$ cat src/rtl/game_mmio_bridge.sv
// Memory-mapped bridge between the dmem port and per-player edge/score I/O.
// It synchronises and snapshots the edges, keeps sticky change flags and saturating scores, and detects a winner.
module game_mmio_bridge #(
  parameter int                    NUM_PLAYERS = 2,
  parameter int                    DATA_WIDTH  = 32,
  parameter int                    ADDR_WIDTH  = 12,
  parameter logic [ADDR_WIDTH-1:0] BASE_ADDR   = 12'hF00,
  parameter int                    SCORE_MAX   = 99
) (
  input  logic                              clock,
  input  logic                              reset,
  input  logic                              wren,
  input  logic [ADDR_WIDTH-1:0]             address_dmem,
  input  logic [DATA_WIDTH-1:0]             data,
  output logic [DATA_WIDTH-1:0]             q_mmio,
  output logic                              mmio_hit,
  input  logic [NUM_PLAYERS*DATA_WIDTH-1:0] edge_in,
  output logic [NUM_PLAYERS*DATA_WIDTH-1:0] score_out,
  output logic                              event_pending,
  output logic                              winner_valid
);

  localparam logic [3:0] OFF_STATUS = 4'd12;
  localparam logic [3:0] OFF_CTRL   = 4'd13;
  localparam logic [3:0] OFF_INC    = 4'd14;
  localparam logic [DATA_WIDTH-1:0] SMAX = DATA_WIDTH'(SCORE_MAX);

  logic [DATA_WIDTH-1:0]  sync1_q [NUM_PLAYERS];
  logic [DATA_WIDTH-1:0]  sync2_q [NUM_PLAYERS];
  logic [DATA_WIDTH-1:0]  edge_q  [NUM_PLAYERS];
  logic [DATA_WIDTH-1:0]  score_q [NUM_PLAYERS];
  logic [DATA_WIDTH-1:0]  score_d [NUM_PLAYERS];
  logic [NUM_PLAYERS-1:0] flag_q, flag_d, chg, clr;
  logic                   freeze_q, freeze_d;
  logic                   win_q, win_d, win_any;
  logic [7:0]             widx_q, widx_d, win_low;
  logic                   hit_q;
  logic [DATA_WIDTH-1:0]  rdata_q, rdata;
  logic                   hit, wr;
  logic [3:0]             off;

  // The window is 16-aligned, so a hit is a match on the upper address bits.
  assign hit = (address_dmem[ADDR_WIDTH-1:4] == BASE_ADDR[ADDR_WIDTH-1:4]);
  assign off = address_dmem[3:0];
  assign wr  = wren & hit;

  always_comb begin
    for (int i = 0; i < NUM_PLAYERS; i++) begin
      chg[i] = !freeze_q && (sync2_q[i] != edge_q[i]);
    end
    clr      = (wr && off == OFF_STATUS) ? data[NUM_PLAYERS-1:0] : '0;
    // A new change on the same flag outranks its write-1-to-clear.
    flag_d   = (flag_q & ~clr) | chg;
    freeze_d = (wr && off == OFF_CTRL) ? data[0] : freeze_q;
  end

  always_comb begin
    for (int i = 0; i < NUM_PLAYERS; i++) begin
      score_d[i] = score_q[i];
      if (wr && off == 4'(8 + i)) begin
        score_d[i] = (data > SMAX) ? SMAX : data;
      end else if (wr && off == OFF_INC && data[i] && score_q[i] < SMAX) begin
        score_d[i] = score_q[i] + DATA_WIDTH'(1);
      end
    end
  end

  always_comb begin
    win_any = 1'b0;
    win_low = '0;
    for (int i = NUM_PLAYERS - 1; i >= 0; i--) begin
      if (score_q[i] == SMAX) begin
        win_any = 1'b1;
        win_low = 8'(i);
      end
    end
    win_d  = win_q;
    widx_d = widx_q;
    if (wr && off == OFF_STATUS && data[16]) begin
      win_d  = 1'b0;
      widx_d = '0;
    end else if (!win_q && win_any) begin
      win_d  = 1'b1;
      widx_d = win_low;
    end
  end

  always_comb begin
    rdata = '0;
    for (int i = 0; i < NUM_PLAYERS; i++) begin
      if (off == 4'(i))     rdata = edge_q[i];
      if (off == 4'(8 + i)) rdata = score_q[i];
    end
    if (off == OFF_STATUS) begin
      rdata[NUM_PLAYERS-1:0] = flag_q;
      rdata[15:8]            = widx_q;
      rdata[16]              = win_q;
    end
    if (off == OFF_CTRL) rdata[0] = freeze_q;
  end

  always_ff @(posedge clock) begin
    if (reset) begin
      for (int i = 0; i < NUM_PLAYERS; i++) begin
        sync1_q[i] <= '0;
        sync2_q[i] <= '0;
        edge_q[i]  <= '0;
        score_q[i] <= '0;
      end
      flag_q   <= '0;
      freeze_q <= 1'b0;
      win_q    <= 1'b0;
      widx_q   <= '0;
      hit_q    <= 1'b0;
      rdata_q  <= '0;
    end else begin
      for (int i = 0; i < NUM_PLAYERS; i++) begin
        sync1_q[i] <= edge_in[i*DATA_WIDTH +: DATA_WIDTH];
        sync2_q[i] <= sync1_q[i];
        if (!freeze_q) edge_q[i] <= sync2_q[i];
        score_q[i] <= score_d[i];
      end
      flag_q   <= flag_d;
      freeze_q <= freeze_d;
      win_q    <= win_d;
      widx_q   <= widx_d;
      hit_q    <= hit;
      rdata_q  <= hit ? rdata : '0;
    end
  end

  always_comb begin
    for (int i = 0; i < NUM_PLAYERS; i++) begin
      score_out[i*DATA_WIDTH +: DATA_WIDTH] = score_q[i];
    end
  end

  assign q_mmio        = rdata_q;
  assign mmio_hit      = hit_q;
  assign event_pending = |flag_q;
  assign winner_valid  = win_q;

endmodule

$ cat config.mk
export PLATFORM = sky130hd
export DESIGN_NAME = game_mmio_bridge
export DESIGN_NICKNAME = d
export VERILOG_FILES = /design/src/rtl/game_mmio_bridge.sv
export SDC_FILE = /design/constraint.sdc
export NUM_CORES = 1
export LEC_CHECK = 0
export BUFFER_PORTS_ARGS = -buffer_cell sky130_fd_sc_hd__buf_2
export CAP_MARGIN = 20
export CORE_MARGIN = 2
export CORE_UTILIZATION = 45
export CTS_BUF_LIST = sky130_fd_sc_hd__clkbuf_4
export DETAILED_ROUTE_END_ITERATION = 16
export PLACE_DENSITY = 0.81
export SLEW_MARGIN = 10
export SYNTH_ARGS = -nofsm -noshare
export SYNTH_HDL_FRONTEND = slang
export SYNTH_SLANG_ARGS = --single-unit
$ cat constraint.sdc
create_clock -name clock -period 2.3 [get_ports clock]
set_input_delay 0.115 -clock clock [delete_from_list [all_inputs] [get_ports clock]]
set_output_delay 0.115 -clock clock [all_outputs]
set_load 0.01 [all_outputs]
# ---- Word-level counts from Yosys, hierarchy flattened
# Memories as Yosys holds them, arrays and structs flattened.
# Index checks and enable logic that the tools add are counted.
dict set report word_totals {
  elab_cells 89
  mem_bits_rw 256
  register_bits 45
  memories 4
  inputBits 111
}
dict set report op_classes {
  addsub 2
  reduce_logical 19
  n_mux 31
  bitwise 13
  n_eq_ne 11
  order_cmp 3
}
# memory depth width rd rd_clocked_by_memory_dff wr line_no
set memory_table {}
lappend memory_table {edge_q 2 32 2 0 2 30} ;# logic [DATA_WIDTH-1:0] edge_q [NUM_PLAYERS];
lappend memory_table {score_q 2 32 2 0 2 31} ;# logic [DATA_WIDTH-1:0] score_q [NUM_PLAYERS];
lappend memory_table {sync1_q 2 32 2 0 2 28} ;# logic [DATA_WIDTH-1:0] sync1_q [NUM_PLAYERS];
lappend memory_table {sync2_q 2 32 2 0 2 29} ;# logic [DATA_WIDTH-1:0] sync2_q [NUM_PLAYERS];
# op n
set ops {}
lappend ops {{$mux W32} 17}
lappend ops {{$add A32 B1 Y32 const B} 2}
lappend ops {{$eq A32 B7 Y1 const B} 2}
lappend ops {{$lt A32 B7 Y1 const B} 2}
lappend ops {{$ne A32 B32 Y1} 2}
lappend ops {{$gt A32 B7 Y1 const B} 1}
lappend ops {{$eq A4 B4 Y1 const B} 5}
lappend ops {{$logic_and A1 B1 Y1} 13}
lappend ops {{$mux W1} 10}
lappend ops {{$mux W9} 1}
lappend ops {{$eq A8 B8 Y1 const B} 1}
lappend ops {{$mux W8} 1}
lappend ops {{$or A1 B1 Y1} 8}
lappend ops {{$reduce_or A2 Y1} 3}
lappend ops {{$eq A4 B1 Y1 const B} 1}
lappend ops {{$logic_not A4 Y1} 1}
lappend ops {{$mux W2} 2}
lappend ops {{$and A2 B2 Y2} 1}
lappend ops {{$logic_not A1 Y1} 2}
lappend ops {{$not A2 Y2} 1}
lappend ops {{$or A2 B2 Y2} 1}
lappend ops {{$and A1 B1 Y1} 1}
lappend ops {{$not A1 Y1} 1}

# ---- Longest topological paths before layout
# Gate-level depths: netlist of run 1.
dict set report logic_depth {
  ltp_word 8
  mapped_depth 8
}

# ---- Worst setup path after synthesis of run 1
# OpenSTA, ideal clock, no wires.
dict set report synth_timing {
  path_type {input-to-reg}
  start {input reset}
  end {memory edge_q[0][0], enable pin}
  required_time_ps 1876
  setup_slack_ps 49
  arrival_ps 1828
  path_stages 3
  path_buffers 1
  path_cell_list {clkinv_1 > clkbuf_1 > nand2_1}
}
# item line_no
set synth_rtl {}
lappend synth_rtl {{start: declaration} 11} ;# input logic reset,
lappend synth_rtl {{end: declaration} 30}

==> results.cfg, run 1 <==
[die]
die_area_mm2 = 0.0249
io_pins = 210
core_mm2 = 0.0233
die_x_um = 158
initial_core_util_pct = 45.6
chipHeight_um = 158
rows = 56

[routing]
drc = 0
routed_wl_um = 31300
wl_per_cell_um = 18.7
vias_per_cell = 5.09
dr_total_vias = 8543
ant_nets = 0
drtPass1Iterations = 7
drtIter0Drc = 781

[worst_setup_path]
cp_common_cell = dlygate4sd3_1
cpMaxStageDelayCell = dlygate4sd3_1
reg2reg_to = score_q[0][61]
cp.depth = 9
cp_max_fo = 2
worstPathArrival_ns = 2.78
crit_path_max_incr_delay_ns = 0.61
endpoint = score_q[0][5]
critPathLaunchType = input port
cp_top_family = buffers and inverters
reg2reg_from = score_q[0][32]
critPathKind = in -> reg
crit_path_end_kind = flop
critPathLaunch = data[20]
rr_worst_depth = 7
required_ns = 2.85
worst-path-buf-inv = 4
rrSetupSlack_ns = 0.15
crit_chain = dlygate4sd3_1, buf_2, nor2_1, dlygate4sd3_1, nand4_1, dlygate4sd3_1, o31ai_2, o22ai_1, a21o_1

[clocking]
cts_root_buffer = clkbuf_4
numCtsBuffers = 76
clk_latency_ns = 0.69
cts.sinks = 294
clk_path_buf_depth = 3
cts_tree = built
htreeDepth = 3
cts.clk_slew.worst_paths_ns = 0.06

[timing]
fmax_mhz = 448
fin_crit_ns = 2.23
fin_skew_ns = 0.0433
holdWs_ns = 0.0408
rsz0062_at_grt = false
hold_viol = 0
worst_slew_pin_slew_ns = 0.756
relSlewSlack_pct = 48.9
layout_setup_ws_ns = 0.0662
drv_slew = 0
setup_viol = 0
fin_crit_sh_pct = 97.1
fin_tns_setup_ns = 0

[synth]
yosys_warnings = 0
async_flop_share_pct = 0
ys_seq_area_share_pct = 61.4
synth_top_area_share_pct = 43.3
ys_seq_elements = 294
syn-num-nets = 1055
synth_edf_count = 64
syn_area_per_cell_um2 = 11.3
synth_cell_types = 51
netlist_area_mm2 = 0.0106
synth_top_area_cell = dfxtp_1
synthesis.instances = 942
ys.flop_type = dfxtp_1
synth.area.top_cells = dfxtp_1 (43%), edfxtp_1 (18%), nor2b_1 (7.8%)

[global_routing]
grt_pass1_vias = 8414
antenna_found_initial = 1
grt_max_degree = 78
use_met1_pct = 29.0
top_usage_layer = met2
grt_pass1_wl_um = 46100
grt_use_met2_pct = 41.7
grt.total_usage_pct = 24.9
overflow = 0
gr-usage-met3_pct = 8.24

[final_layout]
finalNetCount = 1414
area_delta_synth_final_pct = 32.1
final_layout_size_suffix_gt1_share_pct = 28.0
fin_area_mm2 = 0.0140
utilization_pct = 60.2

[power_and_ir_drop]
p_leak_uw = 0.00641
peakVddDrop_mv = 0.409
pwr_density_cell_mw_per_mm2 = 747

[place]
routabilityCongestion = 0.935
dpl_worst_slack_ns = 0.137
portBuffers = 209
place_hpwl_um = 22200
placed_cell_area_mm2 = 0.0122

[min_path]
hold_class = in -> reg

[flow_run]
maxCapViolations = 0

[run_status]
status = completed
[cells in the mapped netlist, types with 2 or more instances]
| cell type | n |
|---|---|
| nand3_1 | 15 |
| or3_1 | 2 |
| ha_1 | 2 |
| nor3_1 | 14 |
| o31ai_1 | 2 |
| nand2_1 | 22 |
| and2_1 | 89 |
| a21oi_1 | 36 |
| edfxtp_1 | 64 |
| o21ai_0 | 6 |
| clkbuf_1 | 46 |
| a22oi_1 | 62 |
| nand4_1 | 15 |
| o22ai_1 | 2 |
| nand2b_1 | 4 |
| a211oi_1 | 3 |
| o21ai_1 | 3 |
| a222oi_1 | 3 |
| xor2_1 | 64 |
| nor2b_1 | 132 |
| dfxtp_1 | 230 |
| o2bb2ai_1 | 2 |
| nor4_1 | 38 |
| and4_1 | 3 |
| nor2_1 | 20 |
| and3_1 | 33 |
| xnor2_1 | 3 |
| buf_2 | 2 |
| o221ai_1 | 2 |
| nor4_4 | 2 |
[power breakdown]
group	total (uW)	switching [uW]	internal, uW
logic	543	250	293
registers	5480	82.0	5400
clock network	4460	2030	2440
[worst min path at each step]
stage	startpoint	to	slack [ns]	cells after the start
after global routing	address_dmem[7]	mmio_hit	0.02	5
after detailed placement	edge_in[40]	sync1_q[0][40]	0.33	2
after global placement	edge_in[61]	sync1_q[0][61]	0.33	2
after floorplan	edge_in[0]	sync1_q[0][0]	0.24	1
final	address_dmem[6]	mmio_hit	0.04	5
after CTS	address_dmem[6]	mmio_hit	0.002	5
[metrics by stage]
step	power, uW	instances
6_report	10500	1677
5_1_grt	11000	1677
4_1_cts	10600	1674
3_5_place_dp	6020	1454
3_3_place_gp	6010	1454
2_1_floorplan	5800	942
[logic make-up (layout without fill, tap and decap cells)]
family / count (synthesis) / after routing / synth area share (%)
adders and majority gates: 2 / 2 / 0.235
xor gates and xnor gates: 67 / 67 / 5.52
muxes: 1 / 1 / 0.106
other: 0 / 1 / 0
AOI/OAI and AO/OA: 127 / 127 / 8.04
DFF: 294 / 294 / 61.4
and+or+nand+nor: 399 / 399 / 22.8
buffers and inverters: 52 / 467 / 1.93
[routing by layer]
metal,vias up,share of wire (%)
li1,4072,-
met1,3988,39
met2,406,48
met3,77,9.3
met4,0,4.0
met5,-,0
[cell type report]
class | instances | area [um2]
timing repair buffer | 331 | 2190
sequential | 294 | 6530
inverter | 2 | 7.51
antenna | 1 | 2.50
clock inverter | 16 | 90.1
multi-input combinational | 596 | 3940
tap | 319 | 399
fill | 1953 | 9290
clock buffer | 118 | 886
[registers in the layout (all words and copies together), names as in the netlist]
| name | flops |
|---|---|
| edge_q | 64 |
| flag_q | 2 |
| freeze_q | 1 |
| mmio_hit | 1 |
| q_mmio | 32 |
| score_q | 64 |
| sync1_q | 64 |
| sync2_q | 64 |
| widx_q | 1 |
| winner_valid | 1 |
[cell usage in the layout (no fill, tap or decap), types with 21 or more instances in the layout]
cell type / synthesis / layout
and2_1: 89 / 89
a22oi_1: 62 / 62
nor2b_1: 132 / 131
nor4_1: 38 / 37
edfxtp_1: 64 / 64
nand2_1: 22 / 21
buf_2: 2 / 208
buf_4: 0 / 36
a21oi_1: 36 / 36
dfxtp_1: 230 / 230
xor2_1: 64 / 64
clkbuf_4: 0 / 118
and3_1: 33 / 33
dlygate4sd3_1: 0 / 86
[timing repair]
action                                 4_1_cts  5_1_grt
buffers inserted                             0        2
hold buffers                                86        0
setup endpoints to repair                    0       15
resized for setup                            0        2
endpoints found under the hold margin       83        0
[worst reg2reg max path: stages, from the launching register on]
cell and delay (ns):
dfxtp_1 0.43, ha_1 0.29, nor4_1 0.07, o21ai_0 0.33
nor4_2 0.08, nor3_1 0.46, buf_4 0.28, and2_1 0.15
Power figures use the tool's default switching activity.
==> run 2: changes to the inputs <==
- CTS_BUF_LIST: sky130_fd_sc_hd__clkbuf_4 -> not set
- PLACE_DENSITY: 0.81 -> 0.71
==> run 2 against run 1 <==
  * Clock power is 0.9% lower
  * Combinational power is 2% lower
  * Clock skew down 0.035 ns
  * Power decreased by 0.51%
  * Design area shrank 1.7%
  * Non-clock buffer count fell by 18
  * Global-route usage is 1.1 points lower
  * Largest cell class unchanged
  * Largest power group unchanged
==> results.cfg, run 2 (same netlist as run 1, synthesis figures left out) <==
[run_status]
status = completed

[place]
portBuffers = 209
routabilityCongestion = 0.899
dp_cells = 1449
placed_cell_area_mm2 = 0.0122
place_hpwl_um = 22000

[worst_setup_path]
critPathLaunch = score_q[0][11]
crit_chain = nor4_1, nand4_1, buf_4, nor4_4, nand4_1, and3_1, or3_1
critPathKind = reg -> reg
cp_common_cell = nand4_1
reg2reg_to = score_q[0][3]
reg2reg_from = score_q[0][11]
worstPathArrival_ns = 2.58
crit_path_max_incr_delay_ns = 0.39
endpoint = score_q[0][3]
crit_path_end_kind = flop
rr_worst_depth = 7
required_ns = 2.72
rrSetupSlack_ns = 0.14
cp_max_fo = 4
cpMaxStageDelayCell = nor4_1
critPathLaunchType = flop

[min_path]
hold_class = in -> reg

[global_routing]
grt_max_degree = 85
overflow = 0
gr-usage-met3_pct = 4.05
grt.total_usage_pct = 23.8
grt_pass1_vias = 7756
use_met1_pct = 30.0
antenna_found_initial = 0
grt_pass1_wl_um = 44300
grt_use_met2_pct = 41.2
top_usage_layer = met2

[clocking]
clk_path_buf_depth = 3
cts_root_buffer = clkbuf_16
htreeDepth = 1
numCtsBuffers = 29
cts.clk_slew.worst_paths_ns = 0.07
cts_tree = built
cts.sinks = 294
clk_latency_ns = 0.54

[final_layout]
final_cell_mix = dfxtp_1 (230), buf_2 (208), nor2b_1 (132)
diodes = 0
area_delta_synth_final_pct = 29.8
utilization_pct = 59.2
finalNetCount = 1349
fin_area_mm2 = 0.0138
layoutNonFillerInstCount = 1577
final_common_cell = dfxtp_1
final_layout_size_suffix_gt1_share_pct = 23.4

[timing]
fmax_mhz = 464
fin_crit_ns = 2.16
holdWs_ns = 0.0809
fin_tns_setup_ns = 0
relSlewSlack_pct = 46.1
drv_slew = 0
worst_slew_pin_slew_ns = 0.808
setup_viol = 0
hold_viol = 0
fin_skew_ns = 0.00816
fin_crit_sh_pct = 93.8
rsz0062_at_grt = false

[power_and_ir_drop]
peakVddDrop_mv = 0.515
p_leak_uw = 0.00620
pwr_density_cell_mw_per_mm2 = 756

[die]
core_mm2 = 0.0233
die_area_mm2 = 0.0249
io_pins = 210
initial_core_util_pct = 45.6
chipHeight_um = 158
rows = 56
die_x_um = 158

[routing]
wl_per_cell_um = 19.3
ant_nets = 0
drtPass1Iterations = 7
drtIter0Drc = 652
drc = 0
dr_total_vias = 8098
vias_per_cell = 5.14
routed_wl_um = 30500

[flow_run]
maxCapViolations = 0
==> run 2: how the worst min path moves through the flow <==
stage / from / end / slack [ns] / cells after the start
5_1_grt: data[20] / score_q[0][37] / 0.13 / 5
2_1_floorplan: edge_in[0] / sync1_q[0][0] / 0.24 / 1
4_1_cts: data[20] / score_q[0][37] / 0.06 / 5
6_report: data[23] / score_q[0][37] / 0.08 / 5
3_3_place_gp: edge_in[11] / sync1_q[0][11] / 0.32 / 2
3_5_place_dp: edge_in[60] / sync1_q[0][60] / 0.33 / 2
==> run 2: through the flow <==
step | power (uW) | setup WS (ns)
finish | 10400 | 0.143
floorplan | 5800 | 0.0487
global placement | 6020 | 0.201
detailed placement | 6020 | 0.160
CTS | 10500 | 0.140
global route | 10800 | 0.0449
==> run 2: worst max-delay path: cells and delay by family (launching register included) <==
kind | cells | cell delay (ns)
flip-flops | 1 | 0.33
AND/OR/NAND/NOR | 6 | 1.52
buffers and inverters | 1 | 0.19
==> run 2: metal layers <==
| layer | wire (um) | share of wire [%] |
|---|---|---|
| met3 | 2300 | 7.5 |
| met5 | 0 | 0 |
| met2 | 14800 | 49 |
| met1 | 12500 | 41 |
| met4 | 899 | 3.0 |
==> run 2: where the power goes <==
group | internal [uW] | leakage [uW] | switching [uW] | total (uW)
clock network | 2490 | 0.000446 | 1940 | 4420
logic | 287 | 0.00309 | 246 | 533
registers | 5400 | 0.00266 | 80.3 | 5480
==> run 2: layout make-up <==
class / instances / area [um2]
clock buffers: 37 / 808
clock inverters: 16 / 88.8
fillers: 1967 / 9530
inverters: 2 / 7.51
multi-input cells: 596 / 3930
flip-flops and latches: 294 / 6530
well taps: 319 / 399
repair buffers: 313 / 2040
==> run 2: what timing repair did <==
| item | in CTS | in global routing |
|---|---|---|
| gates resized for setup | 0 | 1 |
| hold buffers | 74 | 0 |
| setup buffers | 0 | 1 |
| endpoints found under the hold margin | 80 | 0 |
| endpoints found under the setup margin | 0 | 2 |
